--- src/rtl/count_capture_unit_pkg.sv ---
// -----------------------------------------------------------------------------
// count_cap_pkg
//   Shared types and constants for count_capture_unit:
//     - cap_state_e : capture FSM states (PRIME / IDLE / HOLD)
//     - CNT_W_DEF   : default width of the upstream count bus
//     - WRAP_W_DEF  : default width of the wrap counter / cap_wraps
//     - is_wrap()   : wrap-around test on two consecutive count samples
// -----------------------------------------------------------------------------
package count_cap_pkg;

  localparam int CNT_W_DEF  = 4;
  localparam int WRAP_W_DEF = 4;

  // PRIME : first cycle out of reset, loads prev_cnt and ignores events
  // IDLE  : no snapshot held, an event edge captures
  // HOLD  : snapshot presented, waiting for cap_ack
  typedef enum logic [1:0] {
    PRIME = 2'd0,
    IDLE  = 2'd1,
    HOLD  = 2'd2
  } cap_state_e;

  // A wrap is exactly all-ones followed by zero. Any other jump to zero
  // (e.g. the upstream counter being reset from 7) is not a wrap.
  // Arguments are zero-extended to 32 bits so one function serves any width.
  function automatic logic is_wrap(input logic [31:0] prev,
                                   input logic [31:0] cur,
                                   input int unsigned width);
    logic [31:0] all_ones;
    all_ones = (32'd1 << width) - 32'd1;
    return (prev == all_ones) && (cur == 32'd0);
  endfunction

endpackage

--- src/rtl/count_capture_unit_if.sv ---
// -----------------------------------------------------------------------------
// count_capture_unit_if
//   Snapshot handshake between count_capture_unit (master) and the
//   register-read / display stage that consumes it (slave).
//     cap_value   : captured count value
//     cap_wraps   : wraps seen since the previous successful capture
//     cap_valid   : snapshot held, awaiting cap_ack
//     cap_overrun : sticky, an event was dropped while cap_valid was high
//     cap_ack     : consumer has taken the snapshot (only meaningful while
//                   cap_valid is high)
// -----------------------------------------------------------------------------
interface count_capture_unit_if
  import count_cap_pkg::*;
#(
  parameter int CNT_W  = CNT_W_DEF,
  parameter int WRAP_W = WRAP_W_DEF
) ();

  logic [CNT_W-1:0]  cap_value;
  logic [WRAP_W-1:0] cap_wraps;
  logic              cap_valid;
  logic              cap_overrun;
  logic              cap_ack;

  modport master (
    output cap_value,
    output cap_wraps,
    output cap_valid,
    output cap_overrun,
    input  cap_ack
  );

  modport slave (
    input  cap_value,
    input  cap_wraps,
    input  cap_valid,
    input  cap_overrun,
    output cap_ack
  );

endinterface

--- src/rtl/count_capture_unit_rise_edge_det.sv ---
// -----------------------------------------------------------------------------
// rise_edge_det
//   Turns the event strobe into a one-cycle pulse on its rising edge.
//   Holding evt_i high yields a single pulse.
//
//   Configuration macro: CAP_EVT_SYNC_EN
//     defined   : evt_i first passes through a 2-flop synchroniser, so the
//                 edge pulse appears two cycles later than in the default build
//     undefined : evt_i is assumed synchronous to clk
//
// Ports
//   clk    in  clock, all flops on posedge
//   reset  in  synchronous active-high reset, clears every flop
//   evt_i  in  event strobe
//   edge_o out one-cycle rising-edge pulse (combinational from the flops)
// -----------------------------------------------------------------------------
module rise_edge_det (
  input  logic clk,
  input  logic reset,
  input  logic evt_i,
  output logic edge_o
);

  logic evt_s;    // event as seen in the clk domain
  logic evt_d_q;  // evt_s delayed one cycle

`ifdef CAP_EVT_SYNC_EN
  logic sync1_q;
  logic sync2_q;

  always_ff @(posedge clk) begin
    if (reset) begin
      sync1_q <= 1'b0;
      sync2_q <= 1'b0;
    end else begin
      sync1_q <= evt_i;
      sync2_q <= sync1_q;
    end
  end

  assign evt_s = sync2_q;
`else
  assign evt_s = evt_i;
`endif

  always_ff @(posedge clk) begin
    if (reset) begin
      evt_d_q <= 1'b0;
    end else begin
      evt_d_q <= evt_s;
    end
  end

  assign edge_o = evt_s && !evt_d_q;

endmodule

--- src/rtl/count_capture_unit.sv ---
// -----------------------------------------------------------------------------
// count_capture_unit
//   Consumer of the upstream 4-bit up-counter. Detects wrap-around (15->0),
//   counts wraps since the last capture (saturating), and on a rising edge of
//   evt_in snapshots the count and the wrap total. The snapshot is offered on
//   a valid/ack handshake; events arriving while a snapshot is unacknowledged
//   are dropped and flagged by the sticky cap_overrun.
//
//   Configuration macro: CAP_EVT_SYNC_EN (see rise_edge_det) adds a 2-flop
//   synchroniser on evt_in; capture latency grows from 1 to 3 clocks.
//
// Ports
//   clk         in   clock, all logic on posedge
//   reset       in   synchronous active-high reset
//   count_in    in   CNT_W  count bus from the upstream counter
//   evt_in      in   event strobe, rising edge requests a capture
//   wrap_pulse  out  one-cycle pulse, the cycle after a wrap is seen
//   cap_if      master modport: cap_value, cap_wraps, cap_valid,
//               cap_overrun out; cap_ack in
// -----------------------------------------------------------------------------
module count_capture_unit
  import count_cap_pkg::*;
#(
  parameter int CNT_W  = CNT_W_DEF,
  parameter int WRAP_W = WRAP_W_DEF
) (
  input  logic                        clk,
  input  logic                        reset,
  input  logic [CNT_W-1:0]            count_in,
  input  logic                        evt_in,
  output logic                        wrap_pulse,
  count_capture_unit_if.master        cap_if
);

  // ---------------------------------------------------------------------------
  // Declarations
  // ---------------------------------------------------------------------------
  cap_state_e        state_q, state_d;

  logic [CNT_W-1:0]  prev_cnt_q;
  logic [WRAP_W-1:0] wrap_cnt_q,  wrap_cnt_d;
  logic [CNT_W-1:0]  cap_value_q, cap_value_d;
  logic [WRAP_W-1:0] cap_wraps_q, cap_wraps_d;
  logic              overrun_q,   overrun_d;
  logic              wrap_pulse_q;

  logic              evt_edge;
  logic              in_prime, in_idle, in_hold;
  logic              wrap;
  logic              capture;
  logic              ack_ok;
  logic              overrun_evt;

  // ---------------------------------------------------------------------------
  // Event edge detector (optionally synchronised)
  // ---------------------------------------------------------------------------
  rise_edge_det u_edge (
    .clk    (clk),
    .reset  (reset),
    .evt_i  (evt_in),
    .edge_o (evt_edge)
  );

  // ---------------------------------------------------------------------------
  // FSM process 1: state register
  // ---------------------------------------------------------------------------
  // NOTE: reset is synchronous, so it lives inside the clocked branch and is
  // not in the sensitivity list; it only takes effect on a rising clk edge.
  always_ff @(posedge clk) begin
    if (reset) begin
      state_q <= PRIME;
    end else begin
      // NOTE: state is updated with <= so every flop samples the values from
      // before this edge; = here would create order-dependent simulation.
      state_q <= state_d;
    end
  end

  // ---------------------------------------------------------------------------
  // FSM process 3: outputs decoded from state
  // ---------------------------------------------------------------------------
  always_comb begin
    in_prime = (state_q == PRIME);
    in_idle  = (state_q == IDLE);
    in_hold  = (state_q == HOLD);
  end

  // HOLD is exactly "snapshot held, awaiting ack".
  assign cap_if.cap_valid = in_hold;

  // ---------------------------------------------------------------------------
  // Handshake / event qualification
  // ---------------------------------------------------------------------------
  // Wrap detection is suppressed in PRIME: prev_cnt has not yet been loaded
  // from a real count sample.
  assign wrap        = !in_prime &&
                       is_wrap(32'(prev_cnt_q), 32'(count_in), CNT_W);

  // An edge captures from IDLE, or from HOLD when the held snapshot is being
  // acked on the same cycle (new capture wins over the ack).
  assign capture     = evt_edge && (in_idle || (in_hold && cap_if.cap_ack));

  // A plain ack: only while valid, and only if no new edge replaces it.
  assign ack_ok      = cap_if.cap_ack && in_hold && !evt_edge;

  // Edge that cannot be honoured: snapshot still unacknowledged.
  assign overrun_evt = evt_edge && in_hold && !cap_if.cap_ack;

  // ---------------------------------------------------------------------------
  // FSM process 2: next-state logic
  // ---------------------------------------------------------------------------
  always_comb begin
    // NOTE: default assignment first, so every path drives state_d and no
    // latch is inferred.
    state_d = state_q;
    unique case (state_q)
      PRIME:   state_d = IDLE;
      IDLE:    if (capture) state_d = HOLD;
      HOLD:    if (ack_ok)  state_d = IDLE;   // ack + edge stays in HOLD
      default: state_d = PRIME;
    endcase
  end

  // ---------------------------------------------------------------------------
  // Datapath next-state: wrap counter, snapshot, overrun
  // ---------------------------------------------------------------------------
  always_comb begin
    wrap_cnt_d  = wrap_cnt_q;
    cap_value_d = cap_value_q;
    cap_wraps_d = cap_wraps_q;
    overrun_d   = overrun_q;

    if (capture) begin
      cap_value_d = count_in;
      // Snapshot reports the total before this cycle's wrap; a wrap landing
      // on the capture cycle is the first one of the next interval.
      cap_wraps_d = wrap_cnt_q;
      wrap_cnt_d  = WRAP_W'(wrap);
      overrun_d   = 1'b0;
    end else begin
      if (wrap && (wrap_cnt_q != '1)) begin
        wrap_cnt_d = wrap_cnt_q + 1'b1;
      end
      if (overrun_evt) begin
        overrun_d = 1'b1;
      end else if (ack_ok) begin
        overrun_d = 1'b0;
      end
    end
  end

  // ---------------------------------------------------------------------------
  // Datapath registers
  // ---------------------------------------------------------------------------
  always_ff @(posedge clk) begin
    if (reset) begin
      prev_cnt_q   <= '0;
      wrap_cnt_q   <= '0;
      cap_value_q  <= '0;
      cap_wraps_q  <= '0;
      overrun_q    <= 1'b0;
      wrap_pulse_q <= 1'b0;
    end else begin
      prev_cnt_q   <= count_in;
      wrap_cnt_q   <= wrap_cnt_d;
      cap_value_q  <= cap_value_d;
      cap_wraps_q  <= cap_wraps_d;
      overrun_q    <= overrun_d;
      wrap_pulse_q <= wrap;
    end
  end

  // ---------------------------------------------------------------------------
  // Outputs
  // ---------------------------------------------------------------------------
  assign cap_if.cap_value   = cap_value_q;
  assign cap_if.cap_wraps   = cap_wraps_q;
  assign cap_if.cap_overrun = overrun_q;
  assign wrap_pulse         = wrap_pulse_q;

endmodule

--- src/flat_wrapper.sv ---
// flat-port wrapper written by rule: the top's interface ports become plain ports
module count_capture_unit_flat import count_cap_pkg::*;
#(
  parameter int CNT_W  = CNT_W_DEF,
  parameter int WRAP_W = WRAP_W_DEF
)
  (clk, reset, count_in, evt_in, wrap_pulse, cap_if_cap_value, cap_if_cap_wraps, cap_if_cap_valid, cap_if_cap_overrun, cap_if_cap_ack);
  count_capture_unit_if #(.CNT_W(CNT_W), .WRAP_W(WRAP_W)) cap_if_i ();
  input  logic clk;
  input  logic reset;
  input  logic [CNT_W-1:0] count_in;
  input  logic evt_in;
  output logic wrap_pulse;
  output wire logic [$bits(cap_if_i.cap_value)-1:0] cap_if_cap_value;
  output wire logic [$bits(cap_if_i.cap_wraps)-1:0] cap_if_cap_wraps;
  output wire logic [$bits(cap_if_i.cap_valid)-1:0] cap_if_cap_valid;
  output wire logic [$bits(cap_if_i.cap_overrun)-1:0] cap_if_cap_overrun;
  input wire logic [$bits(cap_if_i.cap_ack)-1:0] cap_if_cap_ack;
  assign cap_if_cap_value = cap_if_i.cap_value;
  assign cap_if_cap_wraps = cap_if_i.cap_wraps;
  assign cap_if_cap_valid = cap_if_i.cap_valid;
  assign cap_if_cap_overrun = cap_if_i.cap_overrun;
  assign cap_if_i.cap_ack = cap_if_cap_ack;
  count_capture_unit #(.CNT_W(CNT_W), .WRAP_W(WRAP_W)) u_core (.clk(clk), .reset(reset), .count_in(count_in), .evt_in(evt_in), .wrap_pulse(wrap_pulse), .cap_if(cap_if_i));
endmodule
--- config.mk ---
export PLATFORM = sky130hd
export DESIGN_NAME = count_capture_unit_flat
export DESIGN_NICKNAME = d
export VERILOG_FILES = /design/src/rtl/count_capture_unit_pkg.sv /design/src/rtl/count_capture_unit_if.sv /design/src/rtl/count_capture_unit_rise_edge_det.sv /design/src/rtl/count_capture_unit.sv /design/src/flat_wrapper.sv
export SDC_FILE = /design/constraint.sdc
export NUM_CORES = 1
export LEC_CHECK = 0
export BUFFER_PORTS_ARGS = -buffer_cell sky130_fd_sc_hd__buf_4
export CORE_MARGIN = 1.5
export CORE_UTILIZATION = 50
export DETAILED_ROUTE_END_ITERATION = 16
export MAX_ROUTING_LAYER = met4
export PLACE_DENSITY = 0.75
export SLEW_MARGIN = 20
export SYNTH_ARGS = -nofsm -noshare
export SYNTH_HDL_FRONTEND = slang
export SYNTH_SLANG_ARGS = --single-unit
--- constraint.sdc ---
create_clock -name clk -period 1.6 [get_ports clk]
set_clock_uncertainty 0.05 [all_clocks]
set_input_delay 0.32 -clock clk [delete_from_list [all_inputs] [get_ports clk]]
set_output_delay 0.32 -clock clk [all_outputs]
set_load 0.03 [all_outputs]
==> results of run 1 <==
## layout by cell type (no fill, tap or decap), types with 2 or more instances in the layout
master     Yosys  layout
a2bb2oi_1      2       2
inv_1          3       3
nor2_1        15      14
a21oi_1        2       2
clkbuf_4       0       3
dfxtp_1       21      20
nand3_1        2       2
nor2b_1        8       8
buf_4          0      24
nand2_1        3       3
mux2i_1        9       9
## what timing repair did
action | CTS | global route
endpoints found under the hold margin | 0 | 0
resized for setup | 0 | 3
endpoints found under the setup margin | 0 | 5
## registers in the layout, summed over array words and instances, names as in the netlist
name                       count
u_core.prev_cnt_q              4
u_core.wrap_pulse              1
u_core.state_q                 2
u_core.u_edge.evt_d_q          1
u_core.wrap_cnt_q              4
u_core.cap_if.cap_overrun      1
u_core.cap_if.cap_value        4
u_core.cap_if.cap_wraps        4
## metal layers
metal | part of all wire [%] | vias to the layer above | track usage (%) | wire [µm]
met4 | 0.87 | 0 | 5.45 | 14
met1 | 45 | 329 | 24.7 | 727
met5 | 0 | - | - | 0
met2 | 50 | 14 | 34.1 | 805
li1 | - | 346 | - | -
met3 | 4.3 | 2 | 3.67 | 69
## cells by family (layout without fill, tap and decap cells)
logic type | count (synthesis) | after routing | synth area share (%)
flip-flops | 21 | 21 | 49.2
buffers and inverters | 7 | 31 | 4.10
AO/OA/AOI/OAI | 12 | 12 | 11.3
AND/OR/NAND/NOR | 36 | 36 | 23.4
multiplexers | 9 | 9 | 10.5
adder cells (fa/ha/maj) | 1 | 1 | 1.46
## cell type report
class	instances	area, µm²	area share (%)
inverter	3	11.3	1.06
timing repair buffer	24	180	17.0
multi-input combinational	58	403	37.9
tap	16	20.0	1.88
sequential	21	422	39.7
clock buffer	4	26.3	2.47
## power by group through the flow
stage,combinational (W),sequential (W),clock (W)
finish,0.000116,0.000546,0.000243
CTS,0.000116,0.000546,0.000260
global placement,0.000113,0.000557,0
global route,0.000127,0.000549,0.000270
detailed placement,0.000115,0.000558,0
floorplan,0.0000612,0.000566,0
## critical path, delay by kind of cell (launching register included)
kind	cells	cell delay, ns
buffers and inverters	3	0.38
and+or+nand+nor	1	0.12
DFF	1	0.35
## per-stage QoR
| step | worst slack, ns | instances | util [%] | total power (W) |
|---|---|---|---|---|
| after floorplan | 0.128 | 86 | - | 0.000628 |
| after global placement | 0.0716 | 122 | 66.1 | 0.000670 |
| after detailed placement | 0.0426 | 122 | 66.1 | 0.000673 |
| after CTS | 0.00462 | 126 | 67.8 | 0.000922 |
| after global routing | 0.0163 | 126 | 68.1 | 0.000946 |
| final | 0.0851 | 126 | 68.1 | 0.000905 |
## final timing paths
| check | startpoint | cells after the start | to | slack, ns |
|---|---|---|---|---|
| worst min-delay path | evt_in | 2 | u_core.u_edge.evt_d_q$_SDFF_PP0_ | 0.20 |
| worst max register to register | u_core.wrap_cnt_q[0]$_SDFFE_PP0P_ | 5 | u_core.wrap_cnt_q[3]$_SDFFE_PP0P_ | 0.12 |
| worst min register to register | u_core.cap_if.cap_value[2]$_SDFFE_PP0P_ | 2 | u_core.cap_if.cap_value[2]$_SDFFE_PP0P_ | 0.46 |
| worst max-delay path | u_core.state_q[1]$_SDFFE_PP0P_ | 4 | cap_if_cap_valid | 0.09 |
==> results.json, run 1 <==
{
  "post_synth_inst_count": 86,
  "grt.overflow.total": 0,
  "cts_setup_buffers": 0,
  "async_flop_share_pct": 0,
  "drt_iter0_markers": 20,
  "swShare_pct": 23.6,
  "fmax_ghz": 0.660,
  "htreeDepth": 1,
  "hp-class": "in2reg",
  "ys_types": 29,
  "antenna_found_initial": 0,
  "cp_slowest_cell": "dfxtp_2",
  "rsz0062_at_grt": "no",
  "powerDensity_mw_per_mm2": 852,
  "rows": 14,
  "initial_core_util_pct": 54.8,
  "avgRoutedWirePerCell_um": 12.8,
  "drv_cap": 0,
  "worstSetupEndpointType": "output port",
  "yosysMostFrequentCell": "dfxtp_1",
  "pwr-share-seq_pct": 60.4,
  "drc_errors": 0,
  "slowest_delay_ns": 0.35,
  "hold_buffers": 0,
  "setup_viol": 0,
  "synthesis.area_um2": 855,
  "fin_crit_sh_pct": 94.7,
  "seq_area_frac_synth_pct": 49.2,
  "design_area_mm2": 0.00106,
  "ctsRootBufferMaster": "clkbuf_4",
  "die_h_um": 44.3,
  "drt_first_pass_iters": 6,
  "grt_pass1_vias": 677,
  "via_count": 691,
  "grt_pass1_wl_um": 2860,
  "area_growth_pct": 24.3,
  "relSlewSlack_pct": 80.3,
  "cts_tree": "yes",
  "crit_top_cell": "buf_4",
  "place_congestion": 0.838,
  "n_antenna_cell": 0,
  "boundaryPins": 19,
  "tns_ns": 0,
  "crit_path_start_kind": "flop",
  "synthTopCellsByCount": "21 x dfxtp_1, 15 x nor2_1, 9 x mux2i_1",
  "track_usage_pct": 20.2,
  "synth_seq_cells": 21,
  "syn-num-nets": 95,
  "grt_max_degree": 20,
  "yosysWarningCount": 0,
  "critPathKind": "reg2out",
  "ys_top_cells_by_area": "dfxtp_1 49%, mux2i_1 11%, nor2_1 6.6%",
  "core-area_mm2": 0.00156,
  "leakage_nw": 0.450,
  "clk_latency_ns": 0.29,
  "crit_fanout": 6,
  "crit_required_ns": 1.23,
  "pwr-share-comb_pct": 12.8,
  "finalMaxSlewViolations": 0,
  "synthFlopType": "dfxtp_1",
  "dpl_cell_area_mm2": 0.00103,
  "cts_made_buffers": 3,
  "ant_nets": 0,
  "period_minus_slack_ns": 1.51,
  "switchingPower_w": 0.000214,
  "synth-edff-count": 0,
  "final-hold-violation-count": 0,
  "internal-power_w": 0.000691,
  "ctsLongestPathBuffers": 2,
  "drive_gt1_share_pct": 29.1,
  "fin_hold_ws_ns": 0.204,
  "nNetsFinal": 120,
  "die_area_mm2": 0.00197,
  "clkSlewWorstSetupHoldPaths_ns": 0.11,
  "via_per_inst": 5.48,
  "status": "finished clean",
  "synth_top_cell_by_area": "dfxtp_1",
  "clkPwrFrac_pct": 26.8,
  "tightest_slew_ns": 0.294,
  "yosysTopAreaCellShare_pct": 49.2,
  "hpwlAfterDp_um": 1210,
  "peakVddDrop_v": 0.000768,
  "cp.arrival_ns": 1.14,
  "wirelength_um": 1620,
  "io_buffers": 18,
  "clock_sinks": 21,
  "fill_cells": 141,
  "crit_path_cell_trace": "buf_4, inv_1, nor2_2, buf_4",
  "dieWidth_um": 44.3,
  "avgSynthCellArea_um2": 9.94
}
No activity file was read; power rests on OpenSTA's default activity.
==> run 2, diff against run 1 <==
- CTS_BUF_LIST: not set -> sky130_fd_sc_hd__clkbuf_8
==> run 2 against run 1 <==
Net effect: first-iteration DRC count down 30%; worst setup slack improved by 0.020 ns; routed wire length increased by 1.1%; combinational power about the same; design area is 1.6% higher; die area unchanged; power grew 10%.
==> results.json, run 2 (synthesis results as in run 1) <==
{
  "status": "finished clean",
  "rows": 14,
  "final-hold-violation-count": 0,
  "tns_ns": 0,
  "swShare_pct": 23.3,
  "critPathKind": "reg2out",
  "dieWidth_um": 44.3,
  "via_per_inst": 5.45,
  "place_congestion": 0.838,
  "cp-startpoint": "u_core.state_q[1]$_SDFFE_PP0P_",
  "avgRoutedWirePerCell_um": 13.0,
  "worstSetupEndpointType": "output port",
  "clkPwrFrac_pct": 33.6,
  "min_from": "evt_in",
  "crit_top_cell": "buf_4",
  "peakVddDrop_v": 0.000598,
  "cp.arrival_ns": 1.12,
  "io_buffers": 18,
  "grt_max_degree": 20,
  "final_cell_mix": "24 x buf_4, 21 x dfxtp_1, 14 x nor2_1",
  "n_antenna_cell": 0,
  "pre_cts_slack_ns": 0.0426,
  "cp.buffers_inverters": 3,
  "rr_startpoint": "u_core.wrap_cnt_q[0]$_SDFFE_PP0P_",
  "drive_gt1_share_pct": 28.2,
  "track_usage_pct": 21.4,
  "setup_viol": 0,
  "ctsRootBufferMaster": "clkbuf_8",
  "slowest_delay_ns": 0.35,
  "relSlewSlack_pct": 81.4,
  "powerDensity_mw_per_mm2": 923,
  "nNetsFinal": 120,
  "critical_path.top_delay_family": "buffers and inverters",
  "htreeDepth": 1,
  "finalMaxSlewViolations": 0,
  "fin_cells": 126,
  "rsz0062_at_grt": "no",
  "core-area_mm2": 0.00156,
  "antenna_found_initial": 0,
  "grt_pass1_wl_um": 2880,
  "cts_made_buffers": 3,
  "clkSlewWorstSetupHoldPaths_ns": 0.07,
  "dp.cells": 122,
  "drt_iter0_markers": 14,
  "pwr-share-comb_pct": 11.6,
  "boundaryPins": 19,
  "drt_first_pass_iters": 6,
  "initial_core_util_pct": 54.8,
  "fin_hold_ws_ns": 0.239,
  "grt.overflow.total": 0,
  "pwr-share-seq_pct": 54.8,
  "hp-class": "in2reg",
  "ant_nets": 0,
  "wirelength_um": 1630,
  "fin_crit_sh_pct": 93.4,
  "clk_latency_ns": 0.26,
  "final_common_cell": "buf_4",
  "cp_slowest_cell": "dfxtp_1",
  "drc_errors": 0,
  "hpwlAfterDp_um": 1210,
  "period_minus_slack_ns": 1.49,
  "cts_setup_buffers": 0,
  "crit_required_ns": 1.23,
  "drv_cap": 0,
  "leakage_nw": 0.461,
  "crit_fanout": 6,
  "cts_tree": "yes",
  "fmax_ghz": 0.669,
  "switchingPower_w": 0.000232,
  "tightest_slew_ns": 0.278,
  "crit_path_start_kind": "flop",
  "internal-power_w": 0.000765,
  "die_h_um": 44.3,
  "via_count": 687,
  "crit_path_cell_trace": "buf_4, inv_1, nor2_2, buf_4",
  "die_area_mm2": 0.00197,
  "worst_slack_ns": 0.105,
  "grt_pass1_vias": 681,
  "hold_buffers": 0,
  "area_growth_pct": 26.4,
  "clock_sinks": 21,
  "ctsLongestPathBuffers": 2
}
run 2: cell types whose count changed in the layout (fill, tap and decap cells not counted), sizes merged:
cell	previous run	this run
clkbuf	4	3
inv	3	4
run 2: path summary, 6_finish.rpt:
| check | end | slack (ns) | depth (start not counted) |
|---|---|---|---|
| worst max-delay path | cap_if_cap_valid | 0.11 | 4 |
| worst min-delay path | u_core.u_edge.evt_d_q$_SDFF_PP0_ | 0.24 | 2 |
| worst max register to register | u_core.wrap_cnt_q[3]$_SDFFE_PP0P_ | 0.14 | 5 |
| worst min register to register | u_core.cap_if.cap_value[2]$_SDFFE_PP0P_ | 0.45 | 2 |
run 2: cell type report:
| cell class | instances | area, µm² |
|---|---|---|
| clock buffer | 3 | 41.3 |
| clock inverter | 1 | 3.75 |
| fill | 139 | 479 |
| inverter | 3 | 11.3 |
| multi-input combinational | 58 | 403 |
| sequential | 21 | 420 |
| tap | 16 | 20.0 |
| timing repair buffer | 24 | 180 |
run 2: power groups by stage:
stage               clock network, W  registers, W  logic [W]
global route                0.000359      0.000548   0.000127
global placement                   0      0.000557   0.000113
floorplan                          0      0.000566  0.0000612
detailed placement                 0      0.000558   0.000115
finish                      0.000335      0.000546   0.000116
CTS                         0.000351      0.000546   0.000115
run 2: repair_timing:
action / 4_1_cts / 5_1_grt
hold endpoints to repair: 0 / 0
endpoints found under the setup margin: 0 / 3
resized for setup: 0 / 2
run 2: metal layers:
layer	global-route usage [%]	part of all wire, %	vias up
li1	-	-	342
met4	14.5	3.2	0
met1	24.7	45	325
met5	-	0	-
met2	33.8	48	15
met3	3.67	3.4	5
run 2: through the flow:
step / utilization (%) / total power [W] / instance area, µm²
floorplan: - / 0.000628 / 855
global placement: 66.1 / 0.000670 / 1030
detailed placement: 66.1 / 0.000673 / 1030
CTS: 69.0 / 0.00101 / 1080
global route: 69.3 / 0.00103 / 1080
finish: 69.3 / 0.000996 / 1080
